===== src/rtl/reg_bank_dbg_pkg.sv =====
// reg_bank_dbg_pkg: register indices, status/ctrl bit positions, FSM states and byte-merge helper
package reg_bank_dbg_pkg;
    localparam int REG_IDX_DBG_ADDR    = 0;
    localparam int REG_IDX_DBG_WDATA   = 1;
    localparam int REG_IDX_DBG_CTRL    = 2;
    localparam int VREG_IDX_DBG_STATUS = 0;
    localparam int VREG_IDX_DBG_RDATA  = 1;
    localparam int CTRL_START_WR = 0;
    localparam int CTRL_START_RD = 1;
    localparam int STAT_BUSY = 0;
    localparam int STAT_DONE = 1;
    localparam int STAT_ERR  = 2;
    typedef enum logic [1:0] {DBG_IDLE, DBG_REQ, DBG_DONE} dbg_state_e;
    function automatic logic [31:0] byte_merge(input logic [31:0] old_v, input logic [31:0] new_v,
                                               input logic [3:0] be);
        logic [31:0] r;
        for (int b = 0; b < 4; b++) r[8*b +: 8] = be[b] ? new_v[8*b +: 8] : old_v[8*b +: 8];
        return r;
    endfunction
endpackage


===== src/rtl/reg_bank_dbg_access_fsm.sv =====
// dbg_access_fsm: request/ack debug-memory access engine with status and read-data capture.
// REG_BANK_DBG_TIMEOUT_EN adds an ack-wait timeout that aborts the access after DBG_TIMEOUT cycles.
module dbg_access_fsm
    import reg_bank_dbg_pkg::*;
#(
    parameter int DBG_TIMEOUT = 255
) (
    input  logic        i_clk,
    input  logic        i_rst_n,
    input  logic        start_wr_i,
    input  logic        start_rd_i,
    input  logic [31:0] addr_i,
    input  logic [31:0] wdata_i,
    input  logic        i_dbg_ack,
    input  logic [31:0] i_dbg_rdata,
    output logic        o_dbg_req,
    output logic        o_dbg_we,
    output logic [31:0] o_dbg_addr,
    output logic [31:0] o_dbg_wdata,
    output logic [2:0]  status_o,
    output logic [31:0] rdata_o
);
    dbg_state_e  state_q, state_d;
    logic        busy_q, busy_d, done_q, done_d, err_q, err_d, we_q, we_d;
    logic [31:0] addr_q, addr_d, wdata_q, wdata_d, rdata_q, rdata_d;
`ifdef REG_BANK_DBG_TIMEOUT_EN
    localparam int CW = DBG_TIMEOUT > 255 ? $clog2(DBG_TIMEOUT + 1) : 8;
    logic [CW-1:0] cnt_q;
    always_ff @(posedge i_clk) cnt_q <= (!i_rst_n || state_q != DBG_REQ) ? '0 : cnt_q + 1'b1;
`else
    logic unused_timeout;
    assign unused_timeout = DBG_TIMEOUT[0];
`endif
    always_comb begin
        state_d = state_q;
        busy_d  = busy_q;
        done_d  = done_q;
        err_d   = err_q;
        we_d    = we_q;
        addr_d  = addr_q;
        wdata_d = wdata_q;
        rdata_d = rdata_q;
        case (state_q)
            DBG_IDLE: if (start_wr_i || start_rd_i) begin
                state_d = DBG_REQ;
                busy_d  = 1'b1;
                done_d  = 1'b0;
                err_d   = 1'b0;
                we_d    = start_wr_i;
                addr_d  = addr_i;
                wdata_d = wdata_i;
            end
            DBG_REQ: if (i_dbg_ack) begin
                state_d = DBG_DONE;
                busy_d  = 1'b0;
                done_d  = 1'b1;
                rdata_d = we_q ? rdata_q : i_dbg_rdata;
            end
`ifdef REG_BANK_DBG_TIMEOUT_EN
            else if (cnt_q == CW'(DBG_TIMEOUT - 1)) begin
                state_d = DBG_IDLE;
                busy_d  = 1'b0;
                done_d  = 1'b1;
                err_d   = 1'b1;
                rdata_d = '0;
            end
`endif
            default: state_d = DBG_IDLE;
        endcase
    end
    always_ff @(posedge i_clk) begin
        if (!i_rst_n) begin
            state_q <= DBG_IDLE;
            busy_q  <= 1'b0;
            done_q  <= 1'b0;
            err_q   <= 1'b0;
            we_q    <= 1'b0;
            addr_q  <= '0;
            wdata_q <= '0;
            rdata_q <= '0;
        end else begin
            state_q <= state_d;
            busy_q  <= busy_d;
            done_q  <= done_d;
            err_q   <= err_d;
            we_q    <= we_d;
            addr_q  <= addr_d;
            wdata_q <= wdata_d;
            rdata_q <= rdata_d;
        end
    end
    always_comb begin
        status_o = '0;
        status_o[STAT_BUSY] = busy_q;
        status_o[STAT_DONE] = done_q;
        status_o[STAT_ERR]  = err_q;
    end
    assign o_dbg_req   = state_q == DBG_REQ;
    assign o_dbg_we    = we_q;
    assign o_dbg_addr  = addr_q;
    assign o_dbg_wdata = wdata_q;
    assign rdata_o     = rdata_q;
endmodule


===== src/rtl/reg_bank_dbg.sv =====
// reg_bank_dbg: BRAM-port register bank, physical R/W lower half, read-only virtual upper half,
// regs 0..2 drive dbg_access_fsm. Optional timeout via REG_BANK_DBG_TIMEOUT_EN.
module reg_bank_dbg
    import reg_bank_dbg_pkg::*;
#(
    parameter int          N_LOG2      = 3,
    parameter logic [31:0] BASE_ADDR   = 32'h0,
    parameter int          DBG_TIMEOUT = 255
) (
    input  logic                          i_clk,
    input  logic                          i_rst_n,
    input  logic [31:0]                   rd_addr,
    output logic [31:0]                   rd_data,
    input  logic [31:0]                   wr_addr,
    input  logic [7:0]                    wr_be,
    input  logic [31:0]                   wr_data,
    input  logic                          wr_en,
    output logic [32*(1<<N_LOG2)-1:0]     o_phys,
    output logic [(1<<N_LOG2)-1:0]        o_wr_strobe,
    input  logic [32*(1<<N_LOG2)-1:0]     i_virt,
    output logic                          o_dbg_req,
    output logic                          o_dbg_we,
    output logic [31:0]                   o_dbg_addr,
    output logic [31:0]                   o_dbg_wdata,
    input  logic                          i_dbg_ack,
    input  logic [31:0]                   i_dbg_rdata
);
    localparam int N = 1 << N_LOG2;
    logic [31:0]       rd_off, wr_off, virt_v, rd_data_q, rd_data_d, dbg_rdata;
    logic [N_LOG2-1:0] rd_idx, wr_idx;
    logic              rd_hit, rd_virt, wr_hit, wr_virt, wr_sel, start_wr, start_rd;
    logic [2:0]        status;
    logic [32*N-1:0]   phys_q, phys_d;
    logic [N-1:0]      strobe_q, strobe_d;
    logic              unused_ok;
    assign rd_off  = rd_addr - BASE_ADDR;
    assign wr_off  = wr_addr - BASE_ADDR;
    assign rd_hit  = rd_off[31:N_LOG2+3] == '0;
    assign wr_hit  = wr_off[31:N_LOG2+3] == '0;
    assign rd_virt = rd_off[N_LOG2+2];
    assign wr_virt = wr_off[N_LOG2+2];
    assign rd_idx  = rd_off[N_LOG2+1:2];
    assign wr_idx  = wr_off[N_LOG2+1:2];
    assign wr_sel  = wr_en && wr_hit && !wr_virt && |wr_be[3:0];
    // CTRL is never stored: its start bits act only in the write cycle
    assign start_wr = wr_sel && wr_idx == N_LOG2'(REG_IDX_DBG_CTRL) && wr_be[0] && wr_data[CTRL_START_WR];
    assign start_rd = wr_sel && wr_idx == N_LOG2'(REG_IDX_DBG_CTRL) && wr_be[0] && wr_data[CTRL_START_RD];
    assign unused_ok = ^{wr_be[7:4], rd_off[1:0], wr_off[1:0]};
    always_comb begin
        phys_d = phys_q;
        if (wr_sel) phys_d[{wr_idx, 5'b0} +: 32] = byte_merge(phys_q[{wr_idx, 5'b0} +: 32], wr_data, wr_be[3:0]);
        phys_d[32*REG_IDX_DBG_CTRL +: 32] = '0;
        strobe_d = wr_sel ? N'(1) << wr_idx : '0;
    end
    always_comb begin
        virt_v = rd_idx == N_LOG2'(VREG_IDX_DBG_STATUS) ? {29'b0, status} :
                 rd_idx == N_LOG2'(VREG_IDX_DBG_RDATA)  ? dbg_rdata : i_virt[{rd_idx, 5'b0} +: 32];
        rd_data_d = !rd_hit ? '0 : rd_virt ? virt_v : phys_q[{rd_idx, 5'b0} +: 32];
    end
    always_ff @(posedge i_clk) begin
        if (!i_rst_n) begin
            phys_q    <= '0;
            strobe_q  <= '0;
            rd_data_q <= '0;
        end else begin
            phys_q    <= phys_d;
            strobe_q  <= strobe_d;
            rd_data_q <= rd_data_d;
        end
    end
    assign rd_data     = rd_data_q;
    assign o_phys      = phys_q;
    assign o_wr_strobe = strobe_q;
    dbg_access_fsm #(.DBG_TIMEOUT(DBG_TIMEOUT)) u_fsm (
        .i_clk       (i_clk),
        .i_rst_n     (i_rst_n),
        .start_wr_i  (start_wr),
        .start_rd_i  (start_rd),
        .addr_i      (phys_q[32*REG_IDX_DBG_ADDR +: 32]),
        .wdata_i     (phys_q[32*REG_IDX_DBG_WDATA +: 32]),
        .i_dbg_ack   (i_dbg_ack),
        .i_dbg_rdata (i_dbg_rdata),
        .o_dbg_req   (o_dbg_req),
        .o_dbg_we    (o_dbg_we),
        .o_dbg_addr  (o_dbg_addr),
        .o_dbg_wdata (o_dbg_wdata),
        .status_o    (status),
        .rdata_o     (dbg_rdata)
    );
endmodule

===== config.mk =====
export PLATFORM = sky130hd
export DESIGN_NAME = reg_bank_dbg
export DESIGN_NICKNAME = d
export VERILOG_FILES = /design/src/rtl/reg_bank_dbg_pkg.sv /design/src/rtl/reg_bank_dbg_access_fsm.sv /design/src/rtl/reg_bank_dbg.sv
export SDC_FILE = /design/constraint.sdc
export NUM_CORES = 1
export LEC_CHECK = 0
export CORE_AREA = 5 5 291 293
export DETAILED_ROUTE_END_ITERATION = 10
export DIE_AREA = 0 0 296 298
export PLACE_DENSITY_LB_ADDON = 0.15
export SLEW_MARGIN = 20
export SYNTH_ARGS = -nofsm -noshare
export SYNTH_HDL_FRONTEND = slang
export SYNTH_SLANG_ARGS = --single-unit

===== constraint.sdc =====
create_clock -name i_clk -period 2.76 [get_ports i_clk]
set_input_delay 0.414 -clock i_clk [delete_from_list [all_inputs] [get_ports i_clk]]
set_output_delay 0.414 -clock i_clk [all_outputs]
set_load 0.005 [all_outputs]

Yosys cells after proc, flatten, opt, wreduce, memory -nomap -nowiden
Cells that the tools add are included. W data, S select, Z words.

Output and inout bits: 362. Bits in registers: 397. Logic and storage cells: 62.

Reduce and logical (&&, ||, !) cells: 21. Shift operators: 6. Bitwise operators: 1. Add/subtract/negate cells: 1. Eq/ne operators: 5. Muxes and demuxes: 17.

Operator list (count): $shiftx A256 B9 Y32 (3); $bwmux W256 (1); $shift A32 B10 Y256 const A (1); $shiftx A32 B10 Y256 (1); $mux W32 (3); $logic_not A26 Y1 (2); $mux W8 (4); $neg A8 Y10 (1); $reduce_and A2 Y1 (4); $shl A1 B3 Y8 const A (1); $logic_and A1 B1 Y1 (7); $reduce_and A3 Y1 (2); $mux W1 (4); $mux W2 (2); $ne A2 B1 Y1 const B (2); $pmux W1 S2 (2); $pmux W2 S2 (1); $reduce_or A4 Y1 (1); $eq A3 B1 Y1 const B (1); $eq A3 B2 Y1 const B (1); $logic_not A3 Y1 (1); $eq A2 B1 Y1 const B (1); $logic_not A2 Y1 (1); $reduce_bool A2 Y1 (1); other kinds (3) (3).

Longest topological paths before layout
Gate-level depths: netlist of run 1.

Depth after elaboration: 10. Mapped depth: 12. Mapped depth without buffers: 7.

Hierarchy
Synthesis of run 1 repeated with hierarchy kept, for this count alone.

Cell total of the unflattened synthesis: 1681. Area total of the unflattened synthesis: 18126.1 um2.

Modules (own cells, without submodules): reg_bank_dbg (area each 14173.6 um2, cells each 1237, instances 1); dbg_access_fsm (area each 3952.5 um2, cells each 444, instances 1).

Worst setup path before layout of run 1
No wires, ideal clock.

Path type: input port to flip-flop. From: input wr_addr[3]. To: register phys_q[194] (netlist: o_phys[194]). Data required time: 2688 ps. Arrival time: 2651 ps. Buffers on the path: 5. Setup slack: 37 ps. Cell stages on the path: 12. Cells stage by stage: clkbuf_1 > buf_2 > buf_2 > inv_1 > ha_1 > ha_1 > nand2b_1 > nor4_1 > and3_1 > buf_2 > buf_4 > mux2i_1.

Cells in the longest elaborated chain, start to end: 4.

Ends and longest elaborated chain: start: declaration (RTL line reg_bank_dbg.sv:14) `input logic [31:0] wr_addr,`; $shiftx A256 B9 Y32 (RTL line reg_bank_dbg.sv:51) `if (wr_sel) phys_d[{wr_idx, 5'b0} +: 32] = byte_merge(phys_q[{wr_idx, 5'b0} +: 32], wr_data, wr_be[3:0]);`; $mux W8 (RTL line reg_bank_dbg_pkg.sv:17) `for (int b = 0; b < 4; b++) r[8*b +: 8] = be[b] ? new_v[8*b +: 8] : old_v[8*b +: 8];`; $shiftx A32 B10 Y256 (RTL line reg_bank_dbg.sv:51); $bwmux W256 * (RTL line reg_bank_dbg.sv:51); end signal: assignment (RTL line reg_bank_dbg.sv:66) `phys_q <= phys_d;`; end: declaration (RTL line reg_bank_dbg.sv:33) `logic [32*N-1:0] phys_q, phys_d;`.

Mark *: on every way between the ends. The rest lies on a longest branch, timed or not. A chain may end at the register's enable or synchronous reset.

Worst setup path after layout of run 1
From: input wr_addr[4]. To: register phys_q[198] (netlist: o_phys[198]).

The elaborated chain is that of the path after synthesis.

==> results of run 1 <==
[through the flow]
stage,area (sq um),power [uW],instances,setup TNS (ns),hold WS (ns)
finish,28600,12800,3613,0,0.279
floorplan,19200,6090,1934,0,0.429
CTS,28600,13000,3609,0,0.231
global route,28600,13300,3610,0,0.259
global placement,27100,6880,3523,-1.42,0.445
detailed placement,27100,6880,3523,-4.60,0.449
[final cells by class]
class	instances	area, sq um
Multi-Input combinational cell	1334	10800
Timing Repair Buffer	747	7600
Inverter	7	26.3
Tap cell	1070	1340
Clock buffer	67	1310
Sequential cell	365	7310
Fill cell	8199	53000
Antenna cell	4	10.0
Clock inverter	19	193
[registers in the layout, indices dropped and copies added (netlist names), 2 cells and up]
register           cells
o_phys               224
u_fsm.rdata_o         32
u_fsm.o_dbg_addr      32
rd_data               32
o_wr_strobe            8
u_fsm.o_dbg_wdata     32
u_fsm.state_q          2
[worst max-delay path: stages]
cell and delay [ns]:
clkdlybuf4s50_1 0.64, inv_1 0.17, ha_1 0.39, nand2b_1 0.18
nor4_1 0.21, and3_4 0.30, buf_4 0.27, mux2i_1 0.21
[logic make-up after synthesis]
logic type,after synthesis,synth area share (%)
multiplexers,543,34.1
AND/OR/NAND/NOR,498,11.6
flip-flops,365,38.4
AO/OA/AOI/OAI,256,9.65
buffers and inverters,235,5.95
adder cells (fa/ha/maj),5,0.328
other,1,0.0197
[layout by cell type (no fill, tap or decap), types with 4 or more instances in the layout]
cell               n
inv_1              7
and4_1            10
a211o_1           30
clkbuf_1          13
buf_12            28
nand3b_1           5
mux4_2            66
nor2b_1            5
nand2b_1           4
nor2_1             4
mux2_2           188
or2_2              5
o22ai_1           32
a21oi_1           30
a21boi_0          32
dfxtp_1          365
buf_4             69
diode_2            4
a22oi_1           30
clkdlybuf4s50_1  646
clkbuf_16         46
or3b_2             4
nand3_4            5
nor4_1            13
o21ai_0           33
or3_1             34
ha_1               5
a221oi_1          64
clkinv_2          12
clkbuf_8           9
conb_1            32
mux2i_1          289
nand2_1          388
[power by group through the flow]
| stage | logic (uW) | clock network, uW | registers, uW |
|---|---|---|---|
| 2_1_floorplan | 707 | 0 | 5380 |
| 3_3_place_gp | 1490 | 0 | 5380 |
| 3_5_place_dp | 1500 | 0 | 5380 |
| 4_1_cts | 1500 | 6280 | 5270 |
| 5_1_grt | 1580 | 6480 | 5270 |
| 6_report | 1490 | 6070 | 5270 |
[metal layers]
layer  track usage (%)  routed length (um)  vias up
met1              25.2               38700     8724
met3              4.08                5750      146
li1                  -                   -     8061
met5                 0                 130        -
met4              5.58                2530       18
met2              34.8               45600      654
[path summary, 6_finish.rpt]
check / startpoint / slack, ns / endpoint
worst min register to register: u_fsm.o_dbg_wdata[14] / 0.45 / u_fsm.o_dbg_wdata[14]
worst min-delay path: i_rst_n / 0.28 / u_fsm.o_dbg_addr[24]
worst max register to register: o_phys[42] / 1.01 / o_phys[10]
worst max-delay path: wr_addr[4] / 0.46 / o_phys[198]
==> results.toml, run 1 <==
[status]
run_status = "completed"

[power]
power_frac_clock_pct = 47.3
switching_share_pct = 24.9
power_frac_comb_pct = 11.6
max-vdd-ir-drop_mv = 0.381
p_int_uw = 9640
p_leak_uw = 0.0111
power.share.sequential_pct = 41.1
pwr_density_cell_nw_per_um2 = 449
power_switching_uw = 3200

[synthesis]
postSynthRegisterBits = 365
syn_area_per_cell_sq_um = 10.0
synth.most_common_cell = "nand2_1"
mappedNetlistArea_sq_um = 19100
synth.cells.most_frequent = "nand2_1, dfxtp_1, mux2i_1"
post-synth-top-area-fraction_pct = 38.4
asyncSetResetFlopFracSynth_pct = 0
yosysTopAreaCell = "dfxtp_1"
synth_enable_flop_cells = 0
synth.area.top_cells = "dfxtp_1, mux2i_1, mux2_2"
ys.warnings.count = 0
yosysUniqueCellTypes = 45
synth_sequential_area_ratio_pct = 38.4
synth_ff_type = "dfxtp_1"
netlist_instances = 1903

[grt]
grt_pass1_vias = 18300
global_route.usage.total_pct = 20.0
antenna_found_initial = 13
grt_first_pass_wirelength_mm = 132
grt_max_degree = 65
overflow = 0

[timing]
worst_clk_skew_ns = 0.0186
tightestPinTransition_ns = 1.02
grt_setup_unrepaired = "false"
slew_violations = 0
fin_ws_ns = 0.457
timing.fmax_mhz = 434
timing.max_slew.rel_slack_pct = 31.9
finalHoldViolCount = 0
timing.final.crit_share_pct = 83.5
setup-violations-final = 0
post-route-min-period_ns = 2.30

[cts]
post-cts-setup-buffer-count = 0
numClockSinks = 365
ctsLongestPathBuffers = 3
cts_root_buf = "clkbuf_16"
clk_latency_ns = 0.59
number_of_hold_buffers_added_after_cts = 0
tritoncts = "done"
cts-buffers-inserted = 46
cts_max_level = 2
postCtsResizedCells = 0
cts.clk_slew.worst_paths_ns = 0.06

[die]
fp.dieW_um = 296
fp.dieH_um = 298
ioPinCount = 758
core_box_area_sq_um = 81600
standard_cell_rows = 105
initial_core_util_pct = 23.4
dieArea_sq_um = 88200

[critical_path]
crit_path_max_fanout = 8
cp_data_arrival_time_ns = 2.81
worstSetupStartpointType = "input pin"
timing.critical_path.required_ns = 3.26
reg2regPathDepth = 4
timing.setup.critical_path_class = "in -> reg"
critical_path.endpoint_type = "flop"

[final_layout]
post_route_cells_drive_above_1_share_pct = 17.8
finalCoreUtilization_pct = 35.0
num-nets-final = 2902
synthToLayoutAreaGrowth_pct = 50.1

[routing]
detail_route.wl_per_cell_um = 25.6
viasPerCell = 4.87
ant_nets = 0
dr.pass1.iters = 5
detail_route.drc_violations = 0
routed_wl_mm = 92.7
routed-via-count = 17600
drt_iter0_drc = 1055

[hold_path]
min_path_type = "in -> reg"
timing.hold.worst_path_depth = 3

[placement]
io_buffer_count = 653
gpl_wtd_cong = 0.805
placement.setup.worst_slack_ns = -0.150
dpl.hpwl_mm = 68.8

[run]
maxCapViolCount = 0
(Power assumes the default switching activity.)
==> inputs of run 2 (changes only) <==
CORE_AREA = 5 5 295 297   (was 5 5 291 293)
DIE_AREA = 0 0 300 302   (was 0 0 296 298)
clock period = 2.3 ns   (was 2.76 ns; I/O delays follow)
==> run 2 against run 1 <==
Non-clock buffer count is 44 higher. Global-route usage decreased by 0.27 points. First-iteration DRC count decreased by 4.0%.
==> results.toml, run 2 (same netlist as run 1, synthesis figures left out) <==
[grt]
grt_max_degree = 66
antenna_found_initial = 9
global_route.usage.met1_pct = 23.5
grtUsageMet3_pct = 4.51
grt_pass1_vias = 18400
gr-usage-met2_pct = 34.7
globalRoute.busiestLayer = "met2"
global_route.usage.total_pct = 19.7
grt_first_pass_wirelength_mm = 133
overflow = 0

[cts]
ctsLongestPathBuffers = 3
post-cts-setup-buffer-count = 0
numClockSinks = 365
tritoncts = "done"
clk_latency_ns = 0.57
cts.clk_slew.worst_paths_ns = 0.06
cts_max_level = 2
number_of_hold_buffers_added_after_cts = 0
postCtsResizedCells = 0
cts-buffers-inserted = 48
cts_root_buf = "clkbuf_16"

[critical_path]
cp_data_arrival_time_ns = 2.60
worstReg2RegStart = "u_fsm.state_q[1]"
reg2reg_setup_slack_ns = 0.72
timing.critical_path.required_ns = 2.78
reg2regPathDepth = 5
setup.worst_path.end = "u_fsm.o_dbg_wdata[23]"
critical_path.endpoint_type = "flop"
crit_path_max_fanout = 24
start_point_of_the_critical_path = "wr_be[0]"
timing.setup.critical_path_class = "in -> reg"
worstSetupStartpointType = "input pin"
rr_endpoint = "u_fsm.o_dbg_wdata[23]"

[routing]
detail_route.wl_per_cell_um = 25.6
dr.pass1.iters = 7
detail_route.drc_violations = 0
routed-via-count = 17800
ant_nets = 0
viasPerCell = 4.83
routed_wl_mm = 94.3
drt_iter0_drc = 1013

[die]
fp.dieW_um = 300
dieArea_sq_um = 90600
fp.dieH_um = 302
standard_cell_rows = 107
ioPinCount = 758
initial_core_util_pct = 22.6
core_box_area_sq_um = 84300

[final_layout]
fillerInstances = 8429
final_common_cell = "clkdlybuf4s50_1"
final_area_sq_um = 29300
final_cell_mix = "clkdlybuf4s50_1, nand2_1, dfxtp_1"
largest_register_ffs = 224
num-nets-final = 2948
post_route_cells_drive_above_1_share_pct = 19.5
finalCoreUtilization_pct = 34.8
fin_cells = 3680
synthToLayoutAreaGrowth_pct = 54.0

[run]
maxCapViolCount = 0

[timing]
slew_violations = 0
worst_hold_slack_ns = 0.134
timing.max_slew.rel_slack_pct = 51.6
setup-violations-final = 0
timing.fmax_mhz = 472
post-route-min-period_ns = 2.12
worst_clk_skew_ns = 0.0172
finalHoldViolCount = 0
grt_setup_unrepaired = "false"
timing.final.crit_share_pct = 92.2
tightestPinTransition_ns = 0.726
fin_ws_ns = 0.179

[status]
run_status = "completed"

[placement]
dpl.hpwl_mm = 70.5
placement.setup.worst_slack_ns = -0.379
dpl_cell_area_sq_um = 27700
gpl_wtd_cong = 0.830
dp_cells = 3587
io_buffer_count = 653

[power]
p_leak_uw = 0.0114
max-vdd-ir-drop_mv = 0.342
pwr_density_cell_nw_per_um2 = 544

[hold_path]
min_path_type = "in -> reg"
timing.hold.worst_path_depth = 2
## run 2: where the power goes
part	switching (uW)	total (uW)	internal, uW
Clock	3000	7750	4750
Sequential	0.00000350	6320	6320
Combinational	880	1900	1020
## run 2: per-layer routing
metal	wire (um)	vias up
li1	-	8142
met1	37900	8775
met2	46600	690
met3	5980	172
met4	3840	4
met5	23	-
## run 2: through the flow
| step | TNS (ns) | total power [uW] |
|---|---|---|
| floorplan | 0 | 7320 |
| global placement | -86.24 | 8360 |
| detailed placement | -82.83 | 8370 |
| CTS | 0 | 16200 |
| global route | 0 | 16500 |
| finish | 0 | 16000 |
## run 2: area by class of cell
cell class              instances  area (sq um)  share of cell area, %
clock buffers                  71          1470                   5.01
well taps                    1090          1360                   4.65
flip-flops and latches        365          7310                   24.9
multi-input cells            1334         10800                   36.9
clock inverters                17           178                  0.605
diodes                          5          12.5                 0.0426
repair buffers                791          8160                   27.8
inverters                       7          26.3                 0.0895
## run 2: worst min-delay path by stage
stage	from	endpoint
after floorplan	u_fsm.done_q	u_fsm.done_q
final	i_rst_n	u_fsm.rdata_o[24]
after global routing	i_rst_n	u_fsm.rdata_o[26]
after detailed placement	u_fsm.o_dbg_addr[23]	u_fsm.o_dbg_addr[23]
after global placement	u_fsm.o_dbg_addr[20]	u_fsm.o_dbg_addr[20]
after CTS	i_rst_n	u_fsm.rdata_o[24]
## run 2: worst max-delay path: stages
cell and delay (ns):
clkdlybuf4s50_1 0.60, buf_4 0.19, nor4_1 0.05, buf_4 0.16, nor4_4 0.29, buf_4 0.20
and3_4 0.26, buf_12 0.24, mux2i_1 0.22
